### src/rtl/sl_transmitter.sv
// Two-wire serial-line transmitter: LSB-first data bits, per-line parity pair and stop pattern.
// Register-style config/data/status interface, all logic on the rising edge of clk.
module sl_transmitter #(
  parameter int CLK_PER_HALF_BIT = 8
) (
  input  logic        clk,
  input  logic        rst_n,
  input  logic        wr_enable,
  input  logic [15:0] wr_config_w,
  output logic [15:0] r_config_w,
  input  logic        data_wr,
  input  logic [31:0] data_w,
  output logic [15:0] status_w,
  output logic        serial_line_zeroes_o,
  output logic        serial_line_ones_o
);

  localparam int TW = $clog2(2 * CLK_PER_HALF_BIT);
  localparam logic [TW-1:0] HALF_LAST = TW'(CLK_PER_HALF_BIT - 1);
  localparam logic [TW-1:0] FULL_LAST = TW'(2 * CLK_PER_HALF_BIT - 1);

  typedef enum logic [3:0] {
    S_IDLE  = 4'd0,
    S_LEAD  = 4'd1,
    S_BIT   = 4'd2,
    S_TAIL  = 4'd3,
    S_PLEAD = 4'd4,
    S_PAR   = 4'd5,
    S_PGAP  = 4'd6,
    S_STOP  = 4'd7,
    S_END   = 4'd8
  } state_t;

  state_t          state_r;
  logic [TW-1:0]   timer_r;
  logic [5:0]      bit_idx_r;
  logic [5:0]      len_r;
  logic            pinv_r;
  logic [5:0]      len_sh_r;
  logic [31:0]     shift_r;
  logic            par_zeroes_r;
  logic            par_ones_r;
  logic            busy_r;
  logic            done_r;
  logic            cfg_err_r;
  logic            overrun_r;
  logic            zeroes_r;
  logic            ones_r;

  logic [5:0]      wr_len_s;
  logic            cfg_ok_s;
  logic [5:0]      eff_len_s;
  logic            eff_pinv_s;
  logic            p1_s;
  logic            p0_s;
  logic            unused_cfg_bits_s;

  function automatic logic [31:0] len_mask(input logic [5:0] len);
    logic [31:0] m;
    m = 32'h0000_0000;
    for (int i = 0; i < 32; i++) begin
      m[i] = (6'(i) < len);
    end
    return m;
  endfunction

  function automatic logic ones_parity(input logic [31:0] d, input logic [5:0] len);
    return ^(d & len_mask(len));
  endfunction

  // A same-cycle valid config write takes effect for a frame accepted in that cycle.
  always_comb begin
    wr_len_s = wr_config_w[6:1];
    cfg_ok_s = (wr_len_s != 6'd0) && (wr_len_s <= 6'd32);
    if (wr_enable && cfg_ok_s) begin
      eff_len_s  = wr_len_s;
      eff_pinv_s = wr_config_w[0];
    end else begin
      eff_len_s  = len_r;
      eff_pinv_s = pinv_r;
    end
    p1_s = ones_parity(data_w, eff_len_s);
    // zero count = LEN - ones, so its parity is LEN[0] ^ P1; P0 inverts that.
    p0_s = ~(eff_len_s[0] ^ p1_s);
  end

  assign unused_cfg_bits_s = ^wr_config_w[15:7];

  // Config/status registers plus the frame sequencer with registered line outputs.
  always_ff @(posedge clk) begin
    if (!rst_n) begin
      state_r      <= S_IDLE;
      timer_r      <= {TW{1'b0}};
      bit_idx_r    <= 6'd0;
      len_r        <= 6'd32;
      pinv_r       <= 1'b0;
      len_sh_r     <= 6'd32;
      shift_r      <= 32'h0000_0000;
      par_zeroes_r <= 1'b1;
      par_ones_r   <= 1'b1;
      busy_r       <= 1'b0;
      done_r       <= 1'b0;
      cfg_err_r    <= 1'b0;
      overrun_r    <= 1'b0;
      zeroes_r     <= 1'b1;
      ones_r       <= 1'b1;
    end else begin
      if (wr_enable) begin
        if (cfg_ok_s) begin
          len_r     <= wr_len_s;
          pinv_r    <= wr_config_w[0];
          cfg_err_r <= 1'b0;
        end else begin
          cfg_err_r <= 1'b1;
        end
      end
      if (data_wr && busy_r) begin
        overrun_r <= 1'b1;
      end

      case (state_r)
        S_IDLE: begin
          zeroes_r <= 1'b1;
          ones_r   <= 1'b1;
          if (data_wr) begin
            state_r      <= S_LEAD;
            timer_r      <= {TW{1'b0}};
            bit_idx_r    <= 6'd0;
            len_sh_r     <= eff_len_s;
            shift_r      <= data_w;
            par_zeroes_r <= p0_s ^ eff_pinv_s;
            par_ones_r   <= p1_s ^ eff_pinv_s;
            busy_r       <= 1'b1;
            done_r       <= 1'b0;
            overrun_r    <= 1'b0;
          end
        end
        S_LEAD: begin
          if (timer_r == HALF_LAST) begin
            timer_r  <= {TW{1'b0}};
            state_r  <= S_BIT;
            zeroes_r <= shift_r[0];
            ones_r   <= ~shift_r[0];
          end else begin
            timer_r <= timer_r + 1'b1;
          end
        end
        S_BIT: begin
          if (timer_r == FULL_LAST) begin
            timer_r  <= {TW{1'b0}};
            state_r  <= S_TAIL;
            zeroes_r <= 1'b1;
            ones_r   <= 1'b1;
          end else begin
            timer_r <= timer_r + 1'b1;
          end
        end
        S_TAIL: begin
          if (timer_r == HALF_LAST) begin
            timer_r <= {TW{1'b0}};
            if (bit_idx_r == len_sh_r - 6'd1) begin
              state_r <= S_PLEAD;
            end else begin
              state_r   <= S_LEAD;
              bit_idx_r <= bit_idx_r + 6'd1;
              shift_r   <= {1'b0, shift_r[31:1]};
            end
          end else begin
            timer_r <= timer_r + 1'b1;
          end
        end
        S_PLEAD: begin
          if (timer_r == HALF_LAST) begin
            timer_r  <= {TW{1'b0}};
            state_r  <= S_PAR;
            zeroes_r <= par_zeroes_r;
            ones_r   <= par_ones_r;
          end else begin
            timer_r <= timer_r + 1'b1;
          end
        end
        S_PAR: begin
          if (timer_r == FULL_LAST) begin
            timer_r  <= {TW{1'b0}};
            state_r  <= S_PGAP;
            zeroes_r <= 1'b1;
            ones_r   <= 1'b1;
          end else begin
            timer_r <= timer_r + 1'b1;
          end
        end
        S_PGAP: begin
          if (timer_r == FULL_LAST) begin
            timer_r  <= {TW{1'b0}};
            state_r  <= S_STOP;
            zeroes_r <= 1'b0;
            ones_r   <= 1'b0;
          end else begin
            timer_r <= timer_r + 1'b1;
          end
        end
        S_STOP: begin
          if (timer_r == FULL_LAST) begin
            timer_r  <= {TW{1'b0}};
            state_r  <= S_END;
            zeroes_r <= 1'b1;
            ones_r   <= 1'b1;
          end else begin
            timer_r <= timer_r + 1'b1;
          end
        end
        S_END: begin
          if (timer_r == HALF_LAST) begin
            timer_r <= {TW{1'b0}};
            state_r <= S_IDLE;
            busy_r  <= 1'b0;
            done_r  <= 1'b1;
          end else begin
            timer_r <= timer_r + 1'b1;
          end
        end
        default: begin
          state_r  <= S_IDLE;
          timer_r  <= {TW{1'b0}};
          busy_r   <= 1'b0;
          zeroes_r <= 1'b1;
          ones_r   <= 1'b1;
        end
      endcase
    end
  end

  assign r_config_w           = {9'b0_0000_0000, len_r, pinv_r};
  assign status_w             = {12'h000, overrun_r, cfg_err_r, done_r, busy_r};
  assign serial_line_zeroes_o = zeroes_r;
  assign serial_line_ones_o   = ones_r;

endmodule

### config.mk
export PLATFORM = sky130hd
export DESIGN_NAME = sl_transmitter
export DESIGN_NICKNAME = d
export VERILOG_FILES = /design/src/rtl/sl_transmitter.sv
export SDC_FILE = /design/constraint.sdc
export NUM_CORES = 1
export LEC_CHECK = 0
export BUFFER_PORTS_ARGS = -buffer_cell sky130_fd_sc_hd__buf_2
export CAP_MARGIN = 10
export CORE_MARGIN = 10
export CORE_UTILIZATION = 55
export DETAILED_ROUTE_END_ITERATION = 6
export PLACE_DENSITY = 0.79
export SYNTH_ARGS = -nofsm -noshare
export SYNTH_HDL_FRONTEND = slang
export SYNTH_SLANG_ARGS = --single-unit
### constraint.sdc
create_clock -name clk -period 5.2 [get_ports clk]
set_input_delay 0.26 -clock clk [delete_from_list [all_inputs] [get_ports clk]]
set_output_delay 0.26 -clock clk [all_outputs]
set_load 0.1 [all_outputs]
; Yosys cells after proc, flatten, opt, wreduce, memory -nomap -nowiden
; Index checks and enable logic that the tools add are counted.
[op_classes]
add_sub_neg = 3
order_cmp = 33
eq_ne = 22
mux = 43
bitwise_logic = 8
n_reduce_logical = 20
[op_table]
columns = operator, count
row1 = "5-bit by 6-bit less-than comparator with 1-bit output, first input constant", 16
row2 = 32-bit 2-to-1 mux, 3
row3 = 32-bit one-hot mux with 2 select lines, 1
row4 = "4-bit by 6-bit less-than comparator with 1-bit output, first input constant", 8
row5 = 4-bit 2-to-1 mux, 12
row6 = 4-bit one-hot mux with 9 select lines, 1
row7 = 32-bit AND, 1
row8 = 32-bit parity, 1
row9 = "3-bit by 6-bit less-than comparator with 1-bit output, first input constant", 4
row10 = 6-bit 2-to-1 mux, 4
row11 = "4-bit by 3-bit equality test with 1-bit output, second input constant", 5
row12 = "2-bit inequality test, second input constant", 10
row13 = 1-bit 2-to-1 mux, 15
row14 = "1-bit by 6-bit less-than comparator with 1-bit output, first input constant", 2
row15 = "2-bit by 6-bit less-than comparator with 1-bit output, first input constant", 2
row16 = 4-bit one-hot mux with 3 select lines, 1
row17 = 6-bit one-hot mux with 2 select lines, 1
row18 = 1-bit one-hot mux with 5 select lines, 2
row19 = 9-bit AND reduction, 1
row20 = "4-bit by 2-bit equality test with 1-bit output, second input constant", 2
row21 = "4-bit equality test, second input constant", 2
row22 = 4-bit OR reduction, 2
row23 = 7-bit OR reduction, 1
row24 = "6-bit by 1-bit adder with 6-bit output, second input constant", 1
row25 = other kinds (21), 31
[word_totals]
ff_bits = 67
output_inout_bits = 34
elab_cells = 144

; Longest topological paths before layout
; Gate-level depths: netlist of run 1.
[depth]
word_depth = 10
ltp_mapped = 14
ltp_nobuf = 11

; Least setup slack after synthesis of run 1
; OpenSTA, ideal clock, no wires.
[synth_timing]
kind = flip-flop to flip-flop
startpoint = register len_r[1]
endpoint = register par_zeroes_r
setup_time_ns = 0.140
t_arrival_ns = 3.653
required_time_ns = 5.060
setup_slack_ns = 1.407
stages_incl_launch_ff = 12
n_path_buf = 0
synth_period_minus_slack_ns = 3.793
path_cell_list = dfxtp_1 -> nor2_1 -> or4_4 -> o311a_4 -> a311o_1 -> or4_1 -> and3_1 -> xor2_1 -> xnor3_1 -> xnor3_1 -> xnor2_1 -> o211ai_1
[synth_between]
elab_chain_cells = 7
word_cells_on_any_way = 38
[synth_lines]
columns = element, line_no
row1 = "start, declared", 37  ; logic [5:0] len_r;
row2 = "start signal, assigned", 110  ; len_r <= wr_len_s;
row3 = 6-bit 2-to-1 mux *, 75  ; if (wr_enable && cfg_ok_s) begin
row4 = 1-bit by 6-bit less-than comparator with 1-bit output (tied with other cells), 62  ; m[i] = (6'(i) < len);
row5 = 32-bit AND *, 68  ; return ^(d & len_mask(len));
row6 = 32-bit parity *, 68
row7 = 1-bit XOR *, 84  ; p0_s = ~(eff_len_s[0] ^ p1_s);
row8 = 1-bit NOT *, 84
row9 = 1-bit XOR *, 131  ; par_zeroes_r <= p0_s ^ eff_pinv_s;
row10 = "end signal, assigned", 131
row11 = "end, declared", 41  ; logic par_zeroes_r;
; Mark *: on every way between the ends. The rest lies on a longest branch, timed or not.
; A chain may end at the register's enable or synchronous reset.

; Worst setup path in the final report of run 1
[layout_timing]
startpoint = input port wr_config_w[1]
endpoint = register par_zeroes_r
[layout_between]
elab_chain_cells = 10
word_cells_on_any_way = 43
[layout_lines]
columns = element, line_no
row1 = "start, declared", 9  ; input logic [15:0] wr_config_w,
row2 = 6-bit less-or-equal comparator / 6-bit nonzero test (equally long branches), 74  ; cfg_ok_s = (wr_len_s != 6'd0) && (wr_len_s <= 6'd32);
row3 = 1-bit logical AND, 74
row4 = 1-bit logical AND, 75
row5 = 6-bit 2-to-1 mux, 75
row6 = 1-bit by 6-bit less-than comparator with 1-bit output (tied with other cells), 62
row7 = 32-bit AND, 68
row8 = 32-bit parity, 68
row9 = 1-bit XOR, 84
row10 = 1-bit NOT, 84
row11 = 1-bit XOR *, 131
; Marks and branches as above.

==> qor.log, run 1 <==
qor: power_and_ir_drop.post-layout-total-power 1.93 mW
qor: worst_setup_path.worst_ep_arrival_time 3.98 ns
qor: synth.netlist-cell-type-count 62
qor: sta.setup_viol 0
qor: floorplanning.floorplan.rows 32
qor: worst_setup_path.end_kind flip-flop
qor: synth.synthArstFlopShare 0
qor: worst_setup_path.worstPathCellList buf_2, or4_1, nor4_2, or3_1, nor4_1, or4_1, and3_1, xor2_1, xnor3_1, xnor3_1, xnor2_1, o211ai_1
qor: synth.synth_top_cell_by_area sky130_fd_sc_hd__dfxtp_1
qor: synth.synth-warning-count 0
qor: worst_setup_path.critical_path_peak_fanout 12
qor: worst_setup_path.req_time_crit_path 5.38 ns
qor: sta.worst_pin_slew 1.01 ns
qor: clock_tree.cts.sink_count 67
qor: synth.post_synth_main_area_contributors sky130_fd_sc_hd__dfxtp_1 30%, sky130_fd_sc_hd__o211a_1 7.8%, sky130_fd_sc_hd__mux2i_1 7.3%
qor: floorplanning.floorplan.die_area 0.0122 mm2
qor: cells_and_area.seqCellArea 0.00134 mm2
qor: floorplanning.floorplan.die.width 111 um
qor: synth.post-synth-top-count-cell sky130_fd_sc_hd__nand2_1
qor: global_route.grt_usage 0.179
qor: flow_run.max_cap_viol_count 0
qor: worst_setup_path.max_stage_delay 0.73 ns
qor: detailed_routing.drt-total-wl 11300 um
qor: sta.timing.final.crit_share 0.731
qor: min_path.hold_path_startpoint data_wr
qor: synth.synth_enable_flop_cells 0
qor: clock_tree.postCtsResizedCells 0
qor: cells_and_area.multi_input_comb_area 0.00289 mm2
qor: sta.timing.final.max_slew_violations 0
qor: power_and_ir_drop.irDropWorstVdd 0.000218 V
qor: synth.netlist_top_cells_count 72 x sky130_fd_sc_hd__nand2_1, 67 x sky130_fd_sc_hd__dfxtp_1, 35 x sky130_fd_sc_hd__o211a_1
qor: sta.timing.setup.tns 0 ns
qor: floorplanning.floorplan.initialDensity 0.576
qor: synth.ys_seq_area_frac 0.297
qor: power_and_ir_drop.p_int 1.16 mW
qor: synth.post_synth_instance_area 0.00452 mm2
qor: cells_and_area.area.growth.synth_to_final 8.75%
qor: sta.fmax 263 MHz
qor: worst_setup_path.crit-reg2reg-capture par_zeroes_r$_SDFFE_PN1P_
qor: outcome.run_status complete, no violations
qor: synth.post-synth-top-area-fraction 0.297
qor: detailed_routing.drt_iter0_markers 194
qor: clock_tree.post_cts_buffers 0
qor: global_route.grt_pass1_wl 19000 um
qor: cells_and_area.final_net_count 637
qor: floorplanning.io-pin-count 86
qor: global_route.grt_start_max_net_pins 69
qor: placement.placement.io_buffers 55
qor: detailed_routing.num_vias 4074
qor: sta.final_hold_viol_count 0
qor: worst_setup_path.r2r_setup_slack 1.73 ns
qor: detailed_routing.drc_errors 0
qor: detailed_routing.first_pass_iters 6
qor: global_route.grt_antenna_before_repair 0
qor: global_route.grt_overflow 0
qor: power_and_ir_drop.power.share.clock 0.235
qor: placement.post-dp-hpwl 8280 um
qor: clock_tree.cts_buffer_depth 2
qor: placement.globalplace.congestion 0.893
qor: power_and_ir_drop.power_switching_share 0.402
qor: synth.synth_cells 553
qor: global_route.vias_in_the_first_global_route 3962
qor: clock_tree.post_cts_hold_buffer_count 0
qor: min_path.hold-path-endpoint overrun_r$_SDFF_PN0_
qor: worst_setup_path.critical_path.top_delay_family simple AND/OR/NAND/NOR gates
qor: power_and_ir_drop.switching_power 777 uW
qor: cells_and_area.fillCellCount 733
qor: min_path.hold_path_depth 3
qor: worst_setup_path.crit_start wr_config_w[1]
qor: sta.rsz_0062_raised_after_global_routing false
qor: synth.post_synthesis_average_cell_area 8.17 um2
qor: clock_tree.clock_transition_time_at_the_flip_flop_clock_pins_of_the_worst_setup_and_hold_paths 0.08 ns
qor: sta.finalCriticalPeriod 3.80 ns
qor: clock_tree.clock_latency 0.35 ns
qor: power_and_ir_drop.cellLeakagePower 2.21 nW
qor: power_and_ir_drop.power_density 394 mW/mm2
qor: synth.yosys_register_bits 67
qor: clock_tree.cts_h_tree_lvls 3
qor: floorplanning.design.core.area 0.00785 mm2
qor: worst_setup_path.rr_startpoint len_r[5]$_SDFFE_PN1P_
qor: worst_setup_path.critical-path-slowest-cell sky130_fd_sc_hd__or4_1
qor: cells_and_area.antenna_cells 0
qor: min_path.min_path_type primary input to flip-flop
qor: clock_tree.cts_made_buffers 9
qor: worst_setup_path.worstSetupStartpointType primary input
qor: clock_tree.clock_root_cell sky130_fd_sc_hd__clkbuf_8
qor: worst_setup_path.critPathKind primary input to flip-flop
qor: detailed_routing.detail_route.wl_per_cell 16.5 um
qor: worst_setup_path.critical_path_buf_inv_count 1
qor: power_and_ir_drop.combinationalPowerShare 0.388
qor: sta.worst_clock_skew 0.0109 ns
qor: power_and_ir_drop.sequentialPowerShare 0.377
qor: floorplanning.die_height 111 um
qor: cells_and_area.post_route_cells_drive_above_1_share 0.141
qor: worst_setup_path.timing.reg2reg.worst_path_depth 11
qor: synth.yosys_most_used_dff sky130_fd_sc_hd__dfxtp_1
qor: detailed_routing.ant_nets 0
qor: sta.slew_headroom 0.327
qor: detailed_routing.routed_via_density 5.91
qor: clock_tree.cts_tree built
worst min-delay path, cell delays in order:
cell and delay [ns]:
sky130_fd_sc_hd__buf_2 0.13, sky130_fd_sc_hd__a21oi_1 0.08, sky130_fd_sc_hd__nor2_1 0.07
metal layers:
layer,vias to the layer above,wire length (um),track usage
li1,2018,-,-
met1,1928,4950,0.216
met4,0,152,0.0553
met5,-,0,0
met2,110,5580,0.306
met3,18,668,0.0448
placed cells by master, fill, tap and decap left out, drive strengths merged, types with 8 or more instances in the layout:
cell    instances
a22oi           8
conb           21
buf            59
a21oi          14
nand3          12
o21ai          24
nor2b          13
inv            14
xor2           14
o211a          35
nor2           30
nor3           14
o211ai         11
nand2          72
xnor2          15
nor3b          10
dfxtp          67
and2           12
a31oi           8
clkbuf         10
mux2i          33
per-stage QoR:
stage                     instance area, um2  setup slack, ns  instances  utilization  hold slack [ns]
after CTS                               4910             1.45        689        0.626            0.211
after floorplan                         4590             1.41        573            -            0.402
final                                   4910             1.40        689        0.626            0.220
after global routing                    4910             1.14        689        0.626            0.244
after global placement                  4710             1.19        673        0.600            0.448
after detailed placement                4710             1.10        673        0.600            0.464
cell type report:
type	count	area share
multi-input combinational	432	0.588
sequential	67	0.273
timing repair buffer	59	0.0621
clock buffer	10	0.0280
tap	102	0.0260
clock inverter	6	0.0130
inverter	13	0.00993
power by group through the flow:
| stage | combinational, mW | clock [mW] | sequential (mW) |
|---|---|---|---|
| detailed placement | 0.742 | 0 | 0.738 |
| finish | 0.751 | 0.454 | 0.729 |
| global placement | 0.724 | 0 | 0.730 |
| CTS | 0.750 | 0.460 | 0.726 |
| global route | 0.825 | 0.479 | 0.744 |
| floorplan | 0.608 | 0 | 0.748 |
logic make-up (layout without fill, tap and decap cells):
kind of cell    Yosys count  after routing  share of synthesized area
other cells               1             21                   0.000830
fa+ha+maj                 4              4                     0.0105
simple gates            197            197                      0.217
buf+inv                  74             88                     0.0839
flops                    67             67                      0.297
mux                      34             34                     0.0756
xor+xnor                 32             32                     0.0712
compound gates          144            144                      0.244
registers in the layout, indices dropped and copies added (netlist names):
signal / cells
bit_idx_r: 6
busy_r: 1
par_zeroes_r: 1
done_r: 1
par_ones_r: 1
timer_r: 4
shift_r: 32
serial_line_ones_o: 1
cfg_err_r: 1
pinv_r: 1
state_r: 4
len_r: 6
overrun_r: 1
serial_line_zeroes_o: 1
len_sh_r: 6
worst max-delay path by stage:
| stage | to | slack (ns) | depth (start not counted) |
|---|---|---|---|
| final | par_zeroes_r$_SDFFE_PN1P_ | 1.40 | 12 |
| after global routing | par_zeroes_r$_SDFFE_PN1P_ | 1.14 | 12 |
| after CTS | par_zeroes_r$_SDFFE_PN1P_ | 1.45 | 12 |
| after detailed placement | par_zeroes_r$_SDFFE_PN1P_ | 1.10 | 12 |
| after global placement | par_zeroes_r$_SDFFE_PN1P_ | 1.19 | 12 |
| after floorplan | par_zeroes_r$_SDFFE_PN1P_ | 1.41 | 11 |
Power figures use the tool's default switching activity.
==> run 2, diff against run 1 <==
- CORE_UTILIZATION: 55 -> 51
- PLACE_DENSITY: 0.79 -> 0.77
- clock period: 5.2 -> 3.3 ns (I/O delays scaled with it)
==> run 2 against run 1 <==
Cell count is 8.4% higher. Routed wire length is 8.4% higher. Critical path type unchanged. Register-to-register slack worse by 1.6 ns. Utilization is 1.1 points lower. Non-clock buffer count is 52 higher.
==> qor.log, run 2 (same netlist as run 1, synthesis figures left out) <==
qor: worst_setup_path.critical_path.top_delay_family XOR/XNOR gates
qor: global_route.grt_antenna_before_repair 0
qor: sta.worst_pin_slew 0.607 ns
qor: placement.post-dp-hpwl 9430 um
qor: sta.worst_clock_skew 0.0100 ns
qor: clock_tree.clock_root_cell sky130_fd_sc_hd__clkbuf_8
qor: clock_tree.cts_buffer_depth 2
qor: flow_run.max_cap_viol_count 0
qor: sta.finalCriticalPeriod 3.15 ns
qor: global_route.grt_pass1_wl 20100 um
qor: cells_and_area.antenna_cells 0
qor: power_and_ir_drop.irDropWorstVdd 0.000355 V
qor: global_route.vias_in_the_first_global_route 4148
qor: floorplanning.io-pin-count 86
qor: cells_and_area.final_net_count 689
qor: clock_tree.cts.sink_count 67
qor: floorplanning.design.core.area 0.00868 mm2
qor: sta.fmax 317 MHz
qor: detailed_routing.drt-total-wl 12300 um
qor: floorplanning.floorplan.die_area 0.0130 mm2
qor: global_route.grt_overflow 0
qor: global_route.grt_start_max_net_pins 44
qor: floorplanning.die_height 114 um
qor: placement.placement.io_buffers 55
qor: cells_and_area.largest_register_ff_count 32
qor: sta.final_hold_viol_count 0
qor: clock_tree.cts_tree built
qor: power_and_ir_drop.post-layout-total-power 3.10 mW
qor: worst_setup_path.critical-path-slowest-cell sky130_fd_sc_hd__or4_4
qor: detailed_routing.num_vias 4370
qor: clock_tree.clock_latency 0.35 ns
qor: worst_setup_path.end_kind flip-flop
qor: worst_setup_path.critPathKind primary input to flip-flop
qor: detailed_routing.detail_route.wl_per_cell 16.5 um
qor: sta.timing.final.max_slew_violations 0
qor: sta.slew_headroom 0.592
qor: clock_tree.cts_h_tree_lvls 3
qor: worst_setup_path.worstPathCellList buf_2, or4_4, o211ai_1, and2_0, a21oi_1, o21a_1, o221ai_1, xor2_1, xnor3_1, xnor3_1, xnor2_1, o211ai_1
qor: sta.setup_viol 0
qor: placement.globalplace.congestion 0.924
qor: cells_and_area.final_core_utilization 0.615
qor: power_and_ir_drop.power_density 581 mW/mm2
qor: worst_setup_path.req_time_crit_path 3.52 ns
qor: cells_and_area.layout.cells.most_common sky130_fd_sc_hd__nand2_1
qor: detailed_routing.drc_errors 0
qor: outcome.run_status complete, no violations
qor: placement.post-place-ws -0.169 ns
qor: detailed_routing.first_pass_iters 5
qor: cells_and_area.area.growth.synth_to_final 18.1%
qor: detailed_routing.drt_iter0_markers 435
qor: floorplanning.floorplan.initialDensity 0.520
qor: global_route.grt_usage 0.185
qor: cells_and_area.top_register shift_r
qor: sta.final.setup.worst_slack 0.150 ns
qor: detailed_routing.ant_nets 0
qor: floorplanning.floorplan.rows 34
qor: power_and_ir_drop.cellLeakagePower 2.48 nW
qor: sta.timing.final.crit_share 0.954
qor: worst_setup_path.worstSetupStartpointType primary input
qor: clock_tree.clock_transition_time_at_the_flip_flop_clock_pins_of_the_worst_setup_and_hold_paths 0.08 ns
qor: min_path.min_path_type primary input to flip-flop
qor: clock_tree.cts_made_buffers 9
qor: worst_setup_path.max_stage_delay 0.60 ns
qor: worst_setup_path.critical_path_peak_fanout 8
qor: worst_setup_path.critical_path_buf_inv_count 1
qor: worst_setup_path.worst_ep_arrival_time 3.37 ns
qor: cells_and_area.leading_cell_types_in_the_layout_fill_and_taps_excluded 72 x sky130_fd_sc_hd__nand2_1, 61 x sky130_fd_sc_hd__dfxtp_1, 56 x sky130_fd_sc_hd__buf_4
qor: cells_and_area.post_route_cells_drive_above_1_share 0.227
qor: detailed_routing.routed_via_density 5.85
qor: sta.rsz_0062_raised_after_global_routing false
qor: clock_tree.post_cts_hold_buffer_count 0
qor: cells_and_area.fillCellCount 789
qor: floorplanning.floorplan.die.width 114 um
[run 2: changes by cell type in the layout (fill, tap and decap cells not counted), sizes merged]
cell / before / now
buf: 59 / 111
clkbuf: 10 / 9
clkinv: 2 / 5
clkinvlp: 2 / 0
[run 2: worst paths after layout]
kind | start | end | slack (ns) | cells past startpoint
min reg2reg | par_ones_r$_SDFFE_PN1P_ | par_ones_r$_SDFFE_PN1P_ | 0.47 | 2
max reg2reg | len_r[5]$_SDFFE_PN1P_ | par_zeroes_r$_SDFFE_PN1P_ | 0.15 | 12
min | data_wr | overrun_r$_SDFF_PN0_ | 0.12 | 3
max | wr_config_w[1] | par_zeroes_r$_SDFFE_PN1P_ | 0.15 | 12
[run 2: routing by layer]
| layer | global-route usage | share of wire | up-vias | routed length, um |
|---|---|---|---|---|
| li1 | - | - | 2142 | - |
| met1 | 0.233 | 0.44 | 2075 | 5430 |
| met5 | 0 | 0 | - | 0 |
| met3 | 0.0372 | 0.066 | 19 | 814 |
| met2 | 0.302 | 0.47 | 134 | 5850 |
| met4 | 0.0735 | 0.018 | 0 | 217 |
[run 2: area by class of cell]
cell class                 instances  area [um2]  share of cell area
clock inverter                     7        77.6              0.0145
multi-input combinational        432        2910               0.545
tap                              108         135              0.0253
sequential                        67        1350               0.253
inverter                          13        48.8             0.00914
clock buffer                       9         124              0.0232
timing repair buffer             111         696               0.130
[run 2: power by group]
group	switching, mW	internal (mW)	total (mW)
Clock	0.348	0.355	0.703
Combinational	0.749	0.506	1.26
Sequential	0.143	1.00	1.14
[run 2: metrics by stage]
| step | TNS [ns] | cell area [um2] | cells | hold slack, ns |
|---|---|---|---|---|
| floorplan | 0 | 4610 | 573 | 0.307 |
| global route | 0 | 5340 | 747 | 0.127 |
| global placement | -0.161 | 5120 | 731 | 0.447 |
| detailed placement | -0.240 | 5120 | 731 | 0.454 |
| CTS | 0 | 5320 | 747 | 0.116 |
| finish | 0 | 5340 | 747 | 0.123 |
[run 2: what timing repair did]
action,in CTS,in global routing
gates resized for setup,0,3
setup buffers,0,0
setup endpoints to repair,0,1
[run 2: worst register-to-register path, cell delays in order (launching register included)]
cell	delay, ns
sky130_fd_sc_hd__dfxtp_2	0.32
sky130_fd_sc_hd__buf_4	0.15
sky130_fd_sc_hd__nand2b_1	0.18
sky130_fd_sc_hd__o21a_1	0.20
sky130_fd_sc_hd__o22a_1	0.32
sky130_fd_sc_hd__o31ai_1	0.34
sky130_fd_sc_hd__mux2i_1	0.23
sky130_fd_sc_hd__o21ai_0	0.16
sky130_fd_sc_hd__xnor2_1	0.22
sky130_fd_sc_hd__xnor3_1	0.26
sky130_fd_sc_hd__xnor3_1	0.39
sky130_fd_sc_hd__xnor2_1	0.17
sky130_fd_sc_hd__o211ai_1	0.10
==> run 3, diff against run 2 <==
- CORE_ASPECT_RATIO: default -> 0.9
==> run 3 against run 2 <==
Fmax down 0.23%. Largest cell class unchanged. Cell count up 1.9%. Critical endpoint unchanged. First-iteration DRC count down 23%. Clock skew up 0.00061 ns. Largest power group unchanged. Critical path depth unchanged. Sequential power about the same.
==> qor.log, run 3 (same netlist as run 1, synthesis figures left out) <==
qor: worst_setup_path.end_kind flip-flop
qor: sta.rsz_0062_raised_after_global_routing false
qor: clock_tree.clock_transition_time_at_the_flip_flop_clock_pins_of_the_worst_setup_and_hold_paths 0.08 ns
qor: floorplanning.io-pin-count 86
qor: cells_and_area.leading_cell_types_in_the_layout_fill_and_taps_excluded 72 x sky130_fd_sc_hd__nand2_1, 61 x sky130_fd_sc_hd__dfxtp_1, 56 x sky130_fd_sc_hd__buf_4
qor: min_path.hold_path_depth 3
qor: flow_run.max_cap_viol_count 0
qor: placement.placement.io_buffers 55
qor: worst_setup_path.timing.reg2reg.worst_path_depth 12
qor: worst_setup_path.req_time_crit_path 3.51 ns
qor: cells_and_area.final_net_count 692
qor: global_route.vias_in_the_first_global_route 4229
qor: sta.final_hold_viol_count 0
qor: floorplanning.floorplan.initialDensity 0.525
qor: detailed_routing.drt-total-wl 12300 um
qor: detailed_routing.num_vias 4353
qor: floorplanning.floorplan.rows 32
qor: worst_setup_path.worstSetupStartpointType flip-flop
qor: sta.timing.final.max_slew_violations 0
qor: cells_and_area.design_area 0.00546 mm2
qor: global_route.grt_pass1_wl 20400 um
qor: detailed_routing.ant_nets 0
qor: clock_tree.cts_tree built
qor: min_path.min_path_type primary input to flip-flop
qor: cells_and_area.area.growth.synth_to_final 20.8%
qor: clock_tree.cts.sink_count 67
qor: power_and_ir_drop.power_density 593 mW/mm2
qor: worst_setup_path.r2r_setup_slack 0.14 ns
qor: sta.worst_pin_slew 0.673 ns
qor: clock_tree.cts_made_buffers 9
qor: floorplanning.floorplan.die_area 0.0130 mm2
qor: clock_tree.cts_h_tree_lvls 3
qor: detailed_routing.detail_route.wl_per_cell 16.2 um
qor: worst_setup_path.critPathKind flip-flop to flip-flop
qor: detailed_routing.drc_errors 0
qor: detailed_routing.first_pass_iters 7
qor: power_and_ir_drop.irDropWorstVdd 0.000390 V
qor: global_route.grt_usage 0.188
qor: detailed_routing.routed_via_density 5.72
qor: floorplanning.floorplan.die.width 119 um
qor: cells_and_area.antenna_cells 0
qor: global_route.grt_overflow 0
qor: power_and_ir_drop.post-layout-total-power 3.24 mW
qor: floorplanning.die_height 109 um
qor: worst_setup_path.worst_ep_arrival_time 3.36 ns
qor: placement.globalplace.congestion 0.936
qor: cells_and_area.largest_register_ff_count 32
qor: global_route.grt_antenna_before_repair 0
qor: clock_tree.clock_root_cell sky130_fd_sc_hd__clkbuf_8
qor: detailed_routing.drt_iter0_markers 334
qor: outcome.run_status complete, no violations
qor: sta.timing.final.crit_share 0.957
qor: floorplanning.design.core.area 0.00861 mm2
qor: placement.place_area 0.00519 mm2
qor: sta.hold-worst-slack 0.142 ns
qor: placement.post-dp-hpwl 9490 um
qor: sta.setup_viol 0
qor: sta.finalCriticalPeriod 3.16 ns
qor: power_and_ir_drop.cellLeakagePower 2.52 nW
qor: sta.slew_headroom 0.548
qor: cells_and_area.post_route_cells_drive_above_1_share 0.232
qor: clock_tree.cts_buffer_depth 2
qor: cells_and_area.fillCellCount 750
qor: worst_setup_path.critical_path_peak_fanout 7
qor: sta.fmax 317 MHz
qor: clock_tree.clock_latency 0.35 ns
qor: cells_and_area.top_register shift_r
qor: cells_and_area.final_core_utilization 0.634
qor: sta.worst_clock_skew 0.0106 ns
qor: clock_tree.post_cts_hold_buffer_count 0
qor: global_route.grt_start_max_net_pins 51
qor: sta.timing.setup.tns 0 ns
qor: cells_and_area.layout.cells.most_common sky130_fd_sc_hd__nand2_1
run 3: cell count changes in the layout (fill, tap and decap cells not counted), moves of 2 or more:
cell and delta:
sky130_fd_sc_hd__clkbuf_8 +3, sky130_fd_sc_hd__clkinv_4 -2, sky130_fd_sc_hd__clkinv_2 -2, sky130_fd_sc_hd__buf_12 +3
run 3: stage by stage:
stage / setup slack [ns] / cells
final: 0.143 / 761
after global routing: 0.0201 / 761
after CTS: 0.0377 / 761
after detailed placement: -0.213 / 745
after global placement: -0.201 / 745
after floorplan: 0.0143 / 573
run 3: timing repair:
item | in CTS | in global routing
setup endpoints to repair | 0 | 2
setup buffers | 0 | 0
gates resized for setup | 0 | 6
hold endpoints to repair | 0 | 0
run 3: worst paths after layout:
path / start / to
worst max-delay path: len_r[5]$_SDFFE_PN1P_ / par_zeroes_r$_SDFFE_PN1P_
worst max register to register: len_r[5]$_SDFFE_PN1P_ / par_zeroes_r$_SDFFE_PN1P_
worst min register to register: overrun_r$_SDFF_PN0_ / overrun_r$_SDFF_PN0_
worst min-delay path: data_wr / overrun_r$_SDFF_PN0_
run 3: layout make-up:
type	count	area [um2]	share of cell area
Clock buffer	13	169	0.0310
Clock inverter	3	68.8	0.0126
Timing Repair Buffer	114	756	0.139
Multi-Input combinational cell	432	2920	0.534
Inverter	13	48.8	0.00894
Tap cell	119	149	0.0273
Sequential cell	67	1350	0.247
run 3: layer usage:
metal | share of wire | track usage | vias to the layer above
li1 | - | - | 2136
met1 | 0.45 | 0.234 | 2030
met2 | 0.46 | 0.318 | 164
met3 | 0.075 | 0.0496 | 23
met4 | 0.011 | 0.0488 | 0
met5 | 0 | 0 | -
run 3: critical path, cell delays in order, from the launching register on:
cell and delay [ns]:
sky130_fd_sc_hd__dfxtp_2 0.33, sky130_fd_sc_hd__buf_4 0.15, sky130_fd_sc_hd__nand2b_1 0.17, sky130_fd_sc_hd__o21a_1 0.19, sky130_fd_sc_hd__o22a_2 0.29, sky130_fd_sc_hd__o32a_1 0.35, sky130_fd_sc_hd__a31oi_1 0.24, sky130_fd_sc_hd__mux2_2 0.38
sky130_fd_sc_hd__xor2_1 0.16, sky130_fd_sc_hd__xnor3_1 0.25, sky130_fd_sc_hd__xnor3_1 0.23, sky130_fd_sc_hd__xnor2_1 0.17, sky130_fd_sc_hd__o211ai_1 0.10
run 3: where the power goes:
group / switching (mW) / internal, mW / leakage, nW / total, mW
registers: 0.143 / 1.00 / 0.553 / 1.14
clock network: 0.321 / 0.490 / 0.120 / 0.811
logic: 0.760 / 0.523 / 1.85 / 1.28
